<file path="src/rtl/touch_adc_reader_if.sv">
// Pin bundle between the touch ADC reader and the ADS7843-style controller,
// plus the published touch coordinates/phase.
interface touch_adc_reader_if;
  logic       penirq_n;
  logic       dout;
  logic       cs_n;
  logic       dclk;
  logic       din;
  logic [9:0] tor_x;
  logic [8:0] tor_y;
  logic [1:0] clcount;
  logic       enable;

  modport master (input penirq_n, dout,
                  output cs_n, dclk, din, tor_x, tor_y, clcount, enable);
  modport slave  (output penirq_n, dout,
                  input cs_n, dclk, din, tor_x, tor_y, clcount, enable);
endinterface

</file>
<file path="src/rtl/touch_adc_reader.sv">
// ADS7843 SPI mode-0 reader: pen-down detect, X/Y 12-bit conversions,
// scaling to 800x480 and touch-phase strobes.
module touch_adc_reader #(
  parameter int          CLK_DIV    = 25,
  parameter int          GAP_CYCLES = 500000,
  parameter logic [7:0]  CMD_X      = 8'hD0,
  parameter logic [7:0]  CMD_Y      = 8'h90
) (
  input  logic clk,
  input  logic reset,
  touch_adc_reader_if.master bus
);
  localparam int DW = $clog2(CLK_DIV);
  localparam int GW = $clog2(GAP_CYCLES + 1);

  typedef enum logic [2:0] {
    S_IDLE, S_XFER_X, S_XFER_Y, S_CHECK, S_PUBLISH, S_GAP
  } state_t;

  state_t        r_state, w_next;
  logic [DW-1:0] r_div;
  logic [5:0]    r_half;
  logic [GW-1:0] r_gap;
  logic          r_pen_s1, r_pen_s2;
  logic [15:0]   r_shift;
  logic [11:0]   r_raw_x;
  logic          r_pressed, r_dclk, r_din, r_cs_n;
  logic [9:0]    r_tor_x;
  logic [8:0]    r_tor_y;
  logic [1:0]    r_clcount;

  logic          w_xfer, w_tick, w_frame_end, w_gap_end, w_pen;
  logic [4:0]    w_next_per;
  logic [7:0]    w_cmd;
  logic [9:0]    w_tor_x;
  logic [8:0]    w_tor_y;

  assign w_xfer      = (r_state == S_XFER_X) || (r_state == S_XFER_Y);
  assign w_tick      = (r_div == DW'(CLK_DIV - 1));
  assign w_frame_end = w_tick && (r_half == 6'd47);
  assign w_gap_end   = (r_gap == GW'(GAP_CYCLES - 1));
  assign w_pen       = !r_pen_s2;
  // Falling edges always leave an odd half index, so the next period is half/2+1.
  assign w_next_per  = r_half[5:1] + 5'd1;
  assign w_cmd       = (r_state == S_XFER_X) ? CMD_X : CMD_Y;
  assign w_tor_x     = 10'((22'(r_raw_x) * 22'd800) >> 12);
  assign w_tor_y     = 9'((21'(r_shift[14:3]) * 21'd480) >> 12);

  always_ff @(posedge clk) begin
    if (reset) r_state <= S_IDLE;
    else       r_state <= w_next;
  end

  always_comb begin
    w_next = r_state;
    case (r_state)
      S_IDLE:    if (w_pen) w_next = S_XFER_X;
      S_XFER_X:  if (w_frame_end) w_next = S_XFER_Y;
      S_XFER_Y:  if (w_frame_end) w_next = S_CHECK;
      S_CHECK:   w_next = (w_pen || r_pressed) ? S_PUBLISH : S_IDLE;
      S_PUBLISH: w_next = (r_clcount == 2'd3) ? S_IDLE : S_GAP;
      S_GAP:     if (w_gap_end) w_next = S_XFER_X;
      default:   w_next = S_IDLE;
    endcase
  end

  always_comb begin
    bus.enable = (r_state == S_PUBLISH);
  end

  assign bus.cs_n    = r_cs_n;
  assign bus.dclk    = r_dclk;
  assign bus.din     = r_din;
  assign bus.tor_x   = r_tor_x;
  assign bus.tor_y   = r_tor_y;
  assign bus.clcount = r_clcount;

  always_ff @(posedge clk) begin
    if (reset) begin
      r_pen_s1  <= 1'b1;
      r_pen_s2  <= 1'b1;
      r_cs_n    <= 1'b1;
      r_dclk    <= 1'b0;
      r_din     <= 1'b0;
      r_div     <= '0;
      r_half    <= '0;
      r_gap     <= '0;
      r_shift   <= '0;
      r_raw_x   <= '0;
      r_pressed <= 1'b0;
      r_tor_x   <= '0;
      r_tor_y   <= '0;
      r_clcount <= '0;
    end else begin
      r_pen_s1 <= bus.penirq_n;
      r_pen_s2 <= r_pen_s1;
      r_cs_n   <= !((w_next == S_XFER_X) || (w_next == S_XFER_Y));
      r_gap    <= (r_state == S_GAP) ? r_gap + GW'(1) : '0;

      if (w_xfer) begin
        if (w_tick) begin
          r_div  <= '0;
          r_dclk <= !r_dclk;
          r_half <= w_frame_end ? 6'd0 : r_half + 6'd1;
          if (!r_dclk) begin
            r_shift <= {r_shift[14:0], bus.dout};
          end else if (w_frame_end) begin
            r_din <= (r_state == S_XFER_X) ? CMD_Y[7] : 1'b0;
            if (r_state == S_XFER_X) r_raw_x <= r_shift[14:3];
          end else begin
            r_din <= (w_next_per < 5'd8) ? w_cmd[3'd7 - w_next_per[2:0]] : 1'b0;
          end
        end else begin
          r_div <= r_div + DW'(1);
        end
      end else begin
        r_div  <= '0;
        r_half <= '0;
        r_dclk <= 1'b0;
        // Present the first command bit together with the cs_n fall.
        r_din  <= (w_next == S_XFER_X) ? CMD_X[7] : 1'b0;
      end

      if (r_state == S_CHECK && (w_pen || r_pressed)) begin
        r_clcount <= w_pen ? (r_pressed ? 2'd2 : 2'd1) : 2'd3;
        if (w_pen) begin
          r_tor_x <= w_tor_x;
          r_tor_y <= w_tor_y;
        end
      end

      if (r_state == S_PUBLISH) r_pressed <= (r_clcount != 2'd3);
    end
  end
endmodule

</file>
<file path="src/flat_wrapper.sv">
// flat-port wrapper written by rule: the top's interface ports become plain ports
module touch_adc_reader_flat 
#(
  parameter int          CLK_DIV    = 25,
  parameter int          GAP_CYCLES = 500000,
  parameter logic [7:0]  CMD_X      = 8'hD0,
  parameter logic [7:0]  CMD_Y      = 8'h90
)
  (clk, reset, bus_penirq_n, bus_dout, bus_cs_n, bus_dclk, bus_din, bus_tor_x, bus_tor_y, bus_clcount, bus_enable);
  touch_adc_reader_if bus_i ();
  input  logic clk;
  input  logic reset;
  input wire logic [$bits(bus_i.penirq_n)-1:0] bus_penirq_n;
  input wire logic [$bits(bus_i.dout)-1:0] bus_dout;
  output wire logic [$bits(bus_i.cs_n)-1:0] bus_cs_n;
  output wire logic [$bits(bus_i.dclk)-1:0] bus_dclk;
  output wire logic [$bits(bus_i.din)-1:0] bus_din;
  output wire logic [$bits(bus_i.tor_x)-1:0] bus_tor_x;
  output wire logic [$bits(bus_i.tor_y)-1:0] bus_tor_y;
  output wire logic [$bits(bus_i.clcount)-1:0] bus_clcount;
  output wire logic [$bits(bus_i.enable)-1:0] bus_enable;
  assign bus_i.penirq_n = bus_penirq_n;
  assign bus_i.dout = bus_dout;
  assign bus_cs_n = bus_i.cs_n;
  assign bus_dclk = bus_i.dclk;
  assign bus_din = bus_i.din;
  assign bus_tor_x = bus_i.tor_x;
  assign bus_tor_y = bus_i.tor_y;
  assign bus_clcount = bus_i.clcount;
  assign bus_enable = bus_i.enable;
  touch_adc_reader #(.CLK_DIV(CLK_DIV), .GAP_CYCLES(GAP_CYCLES), .CMD_X(CMD_X), .CMD_Y(CMD_Y)) u_core (.clk(clk), .reset(reset), .bus(bus_i));
endmodule
</file>
<file path="config.mk">
export PLATFORM = sky130hd
export DESIGN_NAME = touch_adc_reader_flat
export DESIGN_NICKNAME = d
export VERILOG_FILES = /design/src/rtl/touch_adc_reader_if.sv /design/src/rtl/touch_adc_reader.sv /design/src/flat_wrapper.sv
export SDC_FILE = /design/constraint.sdc
export NUM_CORES = 1
export LEC_CHECK = 0
export ABC_AREA = 1
export BUFFER_PORTS_ARGS = -buffer_cell sky130_fd_sc_hd__buf_4
export CORE_UTILIZATION = 63
export DETAILED_ROUTE_END_ITERATION = 12
export PLACE_DENSITY = 0.77
export SYNTH_ARGS = -nofsm -noshare
export SYNTH_HDL_FRONTEND = slang
export SYNTH_SLANG_ARGS = --single-unit
</file>
<file path="constraint.sdc">
create_clock -name clk -period 3.31 [get_ports clk]
set_input_delay 0 -clock clk [delete_from_list [all_inputs] [get_ports clk]]
set_output_delay 0 -clock clk [all_outputs]
set_load 0.01 [all_outputs]
</file>
==> results of run 1 <==
## metrics by stage
stage                     worst slack, ns  total power (uW)  instances  util (%)  hold slack (ns)
after CTS                           0.355              1920       1036      71.8          0.00853
final                               0.323              1900       1036      71.8           0.0179
after detailed placement            0.360              1120       1018      69.3            0.200
after global placement              0.465              1120       1018      69.3            0.186
after global routing               0.0929              1960       1036      71.8           0.0282
after floorplan                     0.622              1100        874         -            0.104
## cells by family (layout without fill, tap and decap cells)
group / after synthesis / count (layout)
buffers and inverters: 188 / 221
and+or+nand+nor: 385 / 385
muxes: 1 / 1
AOI/OAI and AO/OA: 109 / 109
DFF: 87 / 87
xor gates and xnor gates: 15 / 15
adders and majority gates: 89 / 89
## worst reg2reg max path: stages, from the launching register on
cell      delay (ns)
dfxtp_1         0.45
inv_1           0.17
fa_1            0.52
inv_1           0.05
fa_1            0.45
ha_1            0.33
nand2_1         0.09
nor2_1          0.19
nand2_1         0.08
nand3b_1        0.18
nand2_1         0.11
nand3_1         0.09
nand2_1         0.05
nor2_1          0.10
nor2_1          0.04
## layout make-up
class	instances	area, um^2	share of cell area, %
Timing Repair Buffer	33	253	3.76
Clock buffer	9	124	1.84
Multi-Input combinational cell	599	3710	55.2
Sequential cell	87	1740	25.9
Clock inverter	7	90.1	1.34
Inverter	172	646	9.60
Tap cell	129	161	2.40
## placed cells by master, fill, tap and decap left out, types with 2 or more instances in the layout
| cell | instances |
|---|---|
| o21bai_1 | 3 |
| fa_1 | 26 |
| nor3_4 | 2 |
| xnor2_1 | 6 |
| clkbuf_8 | 9 |
| or2_2 | 6 |
| dfxtp_1 | 87 |
| o211ai_1 | 2 |
| o21ai_1 | 7 |
| nand3_1 | 56 |
| inv_6 | 2 |
| a21o_1 | 3 |
| dlygate4sd3_1 | 2 |
| ha_1 | 63 |
| a21oi_1 | 54 |
| xor2_1 | 9 |
| inv_1 | 163 |
| nor2_2 | 4 |
| or2_0 | 2 |
| inv_2 | 8 |
| clkinvlp_4 | 2 |
| nor2_1 | 100 |
| nor3_1 | 11 |
| nand4_1 | 12 |
| nand3b_1 | 6 |
| a21oi_2 | 3 |
| buf_4 | 31 |
| o21ai_0 | 33 |
| nand2_1 | 179 |
## cells in the mapped netlist
cell type,count,area share [%]
nor2_1,100,6.1
nor2_2,4,0.40
or2_2,6,0.61
a21o_1,3,0.36
nand4_2,1,0.20
clkinv_1,1,0.060
nor3_1,11,0.89
o211ai_1,2,0.24
a21oi_1,54,4.4
buf_6,4,0.73
fa_1,26,8.4
nand3b_1,6,0.73
xnor2_1,6,0.85
xor2_1,9,1.3
inv_2,8,0.48
ha_1,63,13
o21ai_0,33,2.7
nor3b_2,1,0.20
a21oi_2,3,0.42
or2_0,2,0.20
buf_2,4,0.32
clkbuf_1,7,0.42
buf_4,1,0.12
o21ai_1,7,0.57
nand2_1,179,11
and2_1,1,0.10
o21a_1,1,0.12
nor3_2,1,0.16
a211oi_1,1,0.12
mux2i_1,1,0.16
nor3b_1,1,0.12
nand2_2,1,0.10
o21ai_2,1,0.14
dfxtp_1,87,28
nor3_4,2,0.52
o21bai_1,3,0.36
inv_1,163,9.9
o22ai_1,1,0.10
nand3_1,56,4.5
nand4_1,12,1.2
nand3_2,1,0.16
## metal layers
metal	share of wire [%]	wire length (um)
met3	2.9	352
met4	2.0	242
met1	46	5580
met5	0	0
met2	49	5840
## how the worst min path moves through the flow
stage,startpoint,end,slack (ns),cells past startpoint
6_report,reset,u_core.bus.clcount[1],0.02,2
2_1_floorplan,bus_penirq_n,u_core.r_pen_s1,0.10,1
3_3_place_gp,bus_penirq_n,u_core.r_pen_s1,0.19,2
5_1_grt,reset,u_core.r_state[2],0.03,2
3_5_place_dp,bus_penirq_n,u_core.r_pen_s1,0.20,2
4_1_cts,reset,u_core.bus.clcount[1],0.009,2
## registers in the layout, indices dropped and copies added (netlist names), 2 cells and up
signal,cells
u_core.bus.clcount,2
u_core.bus.tor_x,10
u_core.bus.tor_y,9
u_core.r_div,5
u_core.r_gap,19
u_core.r_half,6
u_core.r_raw_x,12
u_core.r_shift,15
u_core.r_state,3
## power groups by stage
| stage | combinational (uW) | sequential, uW | clock [uW] |
|---|---|---|---|
| detailed placement | 39.9 | 1080 | 0 |
| floorplan | 26.4 | 1080 | 0 |
| global placement | 39.0 | 1080 | 0 |
| CTS | 41.9 | 1050 | 821 |
| global route | 47.3 | 1050 | 860 |
| finish | 41.7 | 1050 | 805 |
==> impl_metrics.py, run 1 <==
metrics = {
    "drt": {
        "drt_iter0_markers": 209,
        "num_vias": 5340,
        "postRouteAntennaNets": 0,
        "drcViolationCount": 0,
        "drtPass1Iterations": 4,
        "viasPerCell": 5.15,
        "wire_per_inst_um": 11.6,
        "finalWirelength_um": 12000,
    },
    "place": {
        "dp_hpwl_um": 9460,
        "gp_congestion": 0.912,
        "placed_area_mm2": 0.00649,
        "io_buffers": 28,
    },
    "synth": {
        "synth_seq_cells": 87,
        "synth_top_family_by_area": "simple AND/OR/NAND/NOR gates",
        "syn-mean-instance-area_um2": 7.09,
        "synth_xor_area_share_pct": 2.12,
        "seq_area_frac_synth_pct": 28.1,
        "syn_inst": 874,
        "synth_compound_area_share_pct": 9.47,
        "syn-num-nets": 967,
        "syn-cell-area_mm2": 0.00620,
        "yosysWarnings": 0,
        "synthAdderAreaFrac_pct": 21.1,
        "ys_types": 41,
        "synthSimpleGateAreaFrac_pct": 27.0,
        "synth.area.mux_share_pct": 0.161,
    },
    "setup_path": {
        "crit_fanout": 4,
        "crit_path_top_delay_cell": "fa_1",
        "crit_path_cell_trace": "inv_1 > fa_1 > inv_1 > fa_1 > ha_1 > nand2_1 > nor2_1 > nand2_1 > nand3b_1 > nand2_1 > nand3_1 > nand2_1 > nor2_1 > nor2_1",
        "crit_start": "u_core.r_shift[8]",
        "end_kind": "flop",
        "r2r_slack_ns": 0.32,
        "cp_top_family": "adder cells",
        "critPathMaxStageDelay_ns": 0.51,
        "worstPathRequired_ns": 3.58,
        "cp_num_cells": 14,
        "reg2reg_depth": 14,
        "crit_top_cell": "nand2_1",
        "crit_arrival_ns": 3.26,
        "crit_end": "u_core.bus.tor_y[8]",
        "path_buf_inv": 2,
        "r2r-end": "u_core.bus.tor_y[8]",
        "cp-start-kind": "flop",
        "r2r-start": "u_core.r_shift[8]",
        "critPathKind": "reg -> reg",
    },
    "power_and_ir_drop": {
        "power_switching_uw": 469,
        "pwr-share-clk_pct": 42.4,
        "p_sw_share_pct": 24.7,
        "power.density_mw_per_mm2": 282,
        "p_int_uw": 1430,
        "peakVddDrop_mv": 0.237,
        "pwr-share-seq_pct": 55.4,
        "combPwrFrac_pct": 2.2,
        "leakagePower_uw": 0.00339,
    },
    "clock_tree": {
        "hold_buffers": 2,
        "htreeDepth": 3,
        "cts_resized": 0,
        "clk_pin_slew_ns": 0.10,
        "clock_latency_ns": 0.37,
        "cts_tree": "built",
        "cts_buffers": 9,
        "clock_sinks": 87,
        "clock_path_buffers": 2,
        "cts_root_buf": "clkbuf_8",
        "cts_setup_buffers": 0,
    },
    "final_layout": {
        "fill_cells": 824,
        "final_cell_area_mm2": 0.00673,
        "num_antenna_cells": 0,
        "area_growth_pct": 8.54,
        "fin_nets": 995,
        "final_layout_size_suffix_gt1_share_pct": 8.38,
    },
    "global_routing": {
        "met3_usage_pct": 3.93,
        "grt_pass1_vias": 5084,
        "grt_max_degree": 39,
        "grt-busiest-layer": "met2",
        "use_met2_pct": 46.1,
        "antenna_found_initial": 0,
        "track_usage_pct": 25.9,
        "overflow": 0,
        "met1_usage_pct": 31.9,
        "grt_pass1_wl_um": 21300,
    },
    "timing": {
        "relSlewSlack_pct": 66.8,
        "max_freq_mhz": 335,
        "hold_viol": 0,
        "min_period_ns": 2.99,
        "finalSetupViolCount": 0,
        "period_share_pct": 90.2,
        "tightest_slew_ns": 0.497,
        "finalClockSkew_ns": 0.00888,
        "slew_viol_final": 0,
        "rsz0062_at_grt": "false",
        "fin_setup_tns_ns": 0,
    },
    "run": {
        "cap_violations": 0,
    },
    "floorplanning": {
        "die_w_um": 101,
        "die_area_mm2": 0.0102,
        "start_util_pct": 66.1,
        "rows": 35,
        "fp.dieH_um": 101,
        "io_pins": 29,
        "coreArea_mm2": 0.00937,
    },
    "run_status": {
        "status": "completed",
    },
    "hold_path": {
        "min_path_type": "in -> reg",
    },
}
(Power assumes the default switching activity.)
==> run 2: changes to the inputs <==
--- a/config.mk
+++ b/config.mk
@@ -7,9 +7,10 @@
 export LEC_CHECK = 0
 export ABC_AREA = 1
 export BUFFER_PORTS_ARGS = -buffer_cell sky130_fd_sc_hd__buf_4
-export CORE_UTILIZATION = 63
+export CORE_UTILIZATION = 67
 export DETAILED_ROUTE_END_ITERATION = 12
-export PLACE_DENSITY = 0.77
+export PLACE_DENSITY = 0.82
+export SKIP_CTS_REPAIR_TIMING = 1
 export SYNTH_ARGS = -nofsm -noshare
 export SYNTH_HDL_FRONTEND = slang
 export SYNTH_SLANG_ARGS = --single-unit
==> constraint.sdc (replaced) <==
create_clock -name clk -period 3.5 [get_ports clk]
set_input_delay 0 -clock clk [delete_from_list [all_inputs] [get_ports clk]]
set_output_delay 0 -clock clk [all_outputs]
set_load 0.01 [all_outputs]
==> impl_metrics.py, run 2 (synthesis gave the netlist of run 1 again) <==
metrics = {
    "setup_path": {
        "crit_fanout": 4,
        "crit_top_cell": "nand2_1",
        "critPathMaxStageDelay_ns": 0.52,
        "crit_path_cell_trace": "inv_1 > fa_1 > inv_1 > fa_1 > ha_1 > nand2_1 > inv_1 > nand2_1 > nand3b_1 > nand2_1 > nand2_1 > nand2_1 > nand3_1 > nand2_1 > inv_1",
        "crit_arrival_ns": 3.26,
        "cp-start-kind": "flop",
        "critPathKind": "reg -> reg",
        "worstPathRequired_ns": 3.77,
        "crit_path_top_delay_cell": "fa_1",
        "end_kind": "flop",
    },
    "timing": {
        "finalSetupViolCount": 0,
        "period_share_pct": 85.3,
        "relSlewSlack_pct": 36.7,
        "hold_viol": 0,
        "fin_ws_ns": 0.516,
        "min_period_ns": 2.98,
        "rsz0062_at_grt": "false",
        "slew_viol_final": 0,
        "finalClockSkew_ns": 0.00777,
        "max_freq_mhz": 335,
        "tightest_slew_ns": 0.949,
        "fin_setup_tns_ns": 0,
        "whs_ns": 0.0154,
    },
    "clock_tree": {
        "cts_root_buf": "clkbuf_8",
        "clk_pin_slew_ns": 0.10,
        "cts_tree": "built",
        "clock_path_buffers": 2,
        "clock_latency_ns": 0.36,
        "cts_buffers": 9,
        "htreeDepth": 3,
        "clock_sinks": 87,
    },
    "floorplanning": {
        "io_pins": 29,
        "start_util_pct": 70.1,
        "fp.dieH_um": 98.2,
        "rows": 34,
        "coreArea_mm2": 0.00885,
        "die_area_mm2": 0.00964,
        "die_w_um": 98.2,
    },
    "global_routing": {
        "antenna_found_initial": 0,
        "grt_pass1_vias": 5128,
        "grt_max_degree": 39,
        "grt_pass1_wl_um": 22000,
        "overflow": 0,
        "track_usage_pct": 27.7,
    },
    "drt": {
        "finalWirelength_um": 12300,
        "postRouteAntennaNets": 0,
        "viasPerCell": 5.26,
        "drt_iter0_markers": 244,
        "num_vias": 5327,
        "wire_per_inst_um": 12.1,
        "drcViolationCount": 0,
        "drtPass1Iterations": 7,
    },
    "final_layout": {
        "regMostFlops": "u_core.r_gap",
        "largest_reg_flops": 19,
        "reg_top3": "u_core.r_gap: 19 flops, u_core.r_shift: 15 flops, u_core.r_raw_x: 12 flops",
        "fill_cells": 705,
        "most-common-layout-cells": "nand2_1 (179), inv_1 (163), nor2_1 (100)",
        "final_common_cell": "nand2_1",
        "regArea_mm2": 0.00174,
        "utilization_pct": 75.4,
        "final_cell_area_mm2": 0.00667,
        "final_layout_size_suffix_gt1_share_pct": 8.18,
        "multi_input_area_mm2": 0.00371,
        "fin_nets": 993,
        "area_growth_pct": 7.63,
        "num_antenna_cells": 0,
    },
    "power_and_ir_drop": {
        "power.density_mw_per_mm2": 260,
        "peakVddDrop_mv": 0.268,
        "leakagePower_uw": 0.00338,
    },
    "run_status": {
        "status": "completed",
    },
    "run": {
        "cap_violations": 0,
    },
    "place": {
        "placed_area_mm2": 0.00645,
        "dp_hpwl_um": 9260,
        "pre_cts_slack_ns": 0.594,
        "gp_congestion": 0.898,
        "io_buffers": 28,
    },
    "hold_path": {
        "min_path_type": "in -> reg",
    },
}
run 2: cell types whose count changed in the layout (fill, tap and decap cells not counted):
cell and delta:
clkinvlp_4 -1, buf_4 -2, clkinv_4 +2, bufinv_16 -1
inv_8 +2, inv_6 -2
run 2: where the power goes:
group	internal (uW)	switching, uW
Combinational	13.3	26.1
Clock	281	419
Sequential	993	2.38
Total	1290	448
run 2: layout make-up:
class                           count  share of cell area [%]
Sequential cell                    87                    26.1
Multi-Input combinational cell    599                    55.6
Tap cell                          108                    2.03
Inverter                          172                    9.68
Timing Repair Buffer               31                    3.56
Clock buffer                        9                    1.86
Clock inverter                      7                    1.13
run 2: worst max-delay path, delay by kind of cell (launching register included):
kind / cells / cell delay (ns)
and+or+nand+nor: 8 / 0.84
adders and majority gates: 3 / 1.32
DFF: 1 / 0.44
buffers and inverters: 4 / 0.30
run 2: through the flow:
| step | instances | total power, uW |
|---|---|---|
| 6_report | 1013 | 1730 |
| 5_1_grt | 1013 | 1800 |
| 4_1_cts | 1011 | 1750 |
| 3_5_place_dp | 995 | 1050 |
| 3_3_place_gp | 995 | 1050 |
| 2_1_floorplan | 874 | 1040 |
run 2: worst paths after layout:
path / startpoint / to / slack (ns) / depth (start not counted)
min: reset / u_core.bus.clcount[1] / 0.02 / 2
max reg2reg: u_core.r_shift[8] / u_core.bus.tor_y[2] / 0.52 / 15
max: u_core.r_shift[8] / u_core.bus.tor_y[2] / 0.52 / 15
min reg2reg: u_core.r_pen_s1 / u_core.r_pen_s2 / 0.43 / 1
run 2: metal layers:
metal | vias to the layer above | wire [um] | GRT usage (%)
li1 | 2798 | - | -
met1 | 2434 | 5710 | 35.0
met5 | - | 0 | 0
met3 | 18 | 276 | 3.22
met2 | 77 | 6050 | 48.9
met4 | 0 | 216 | 10.1
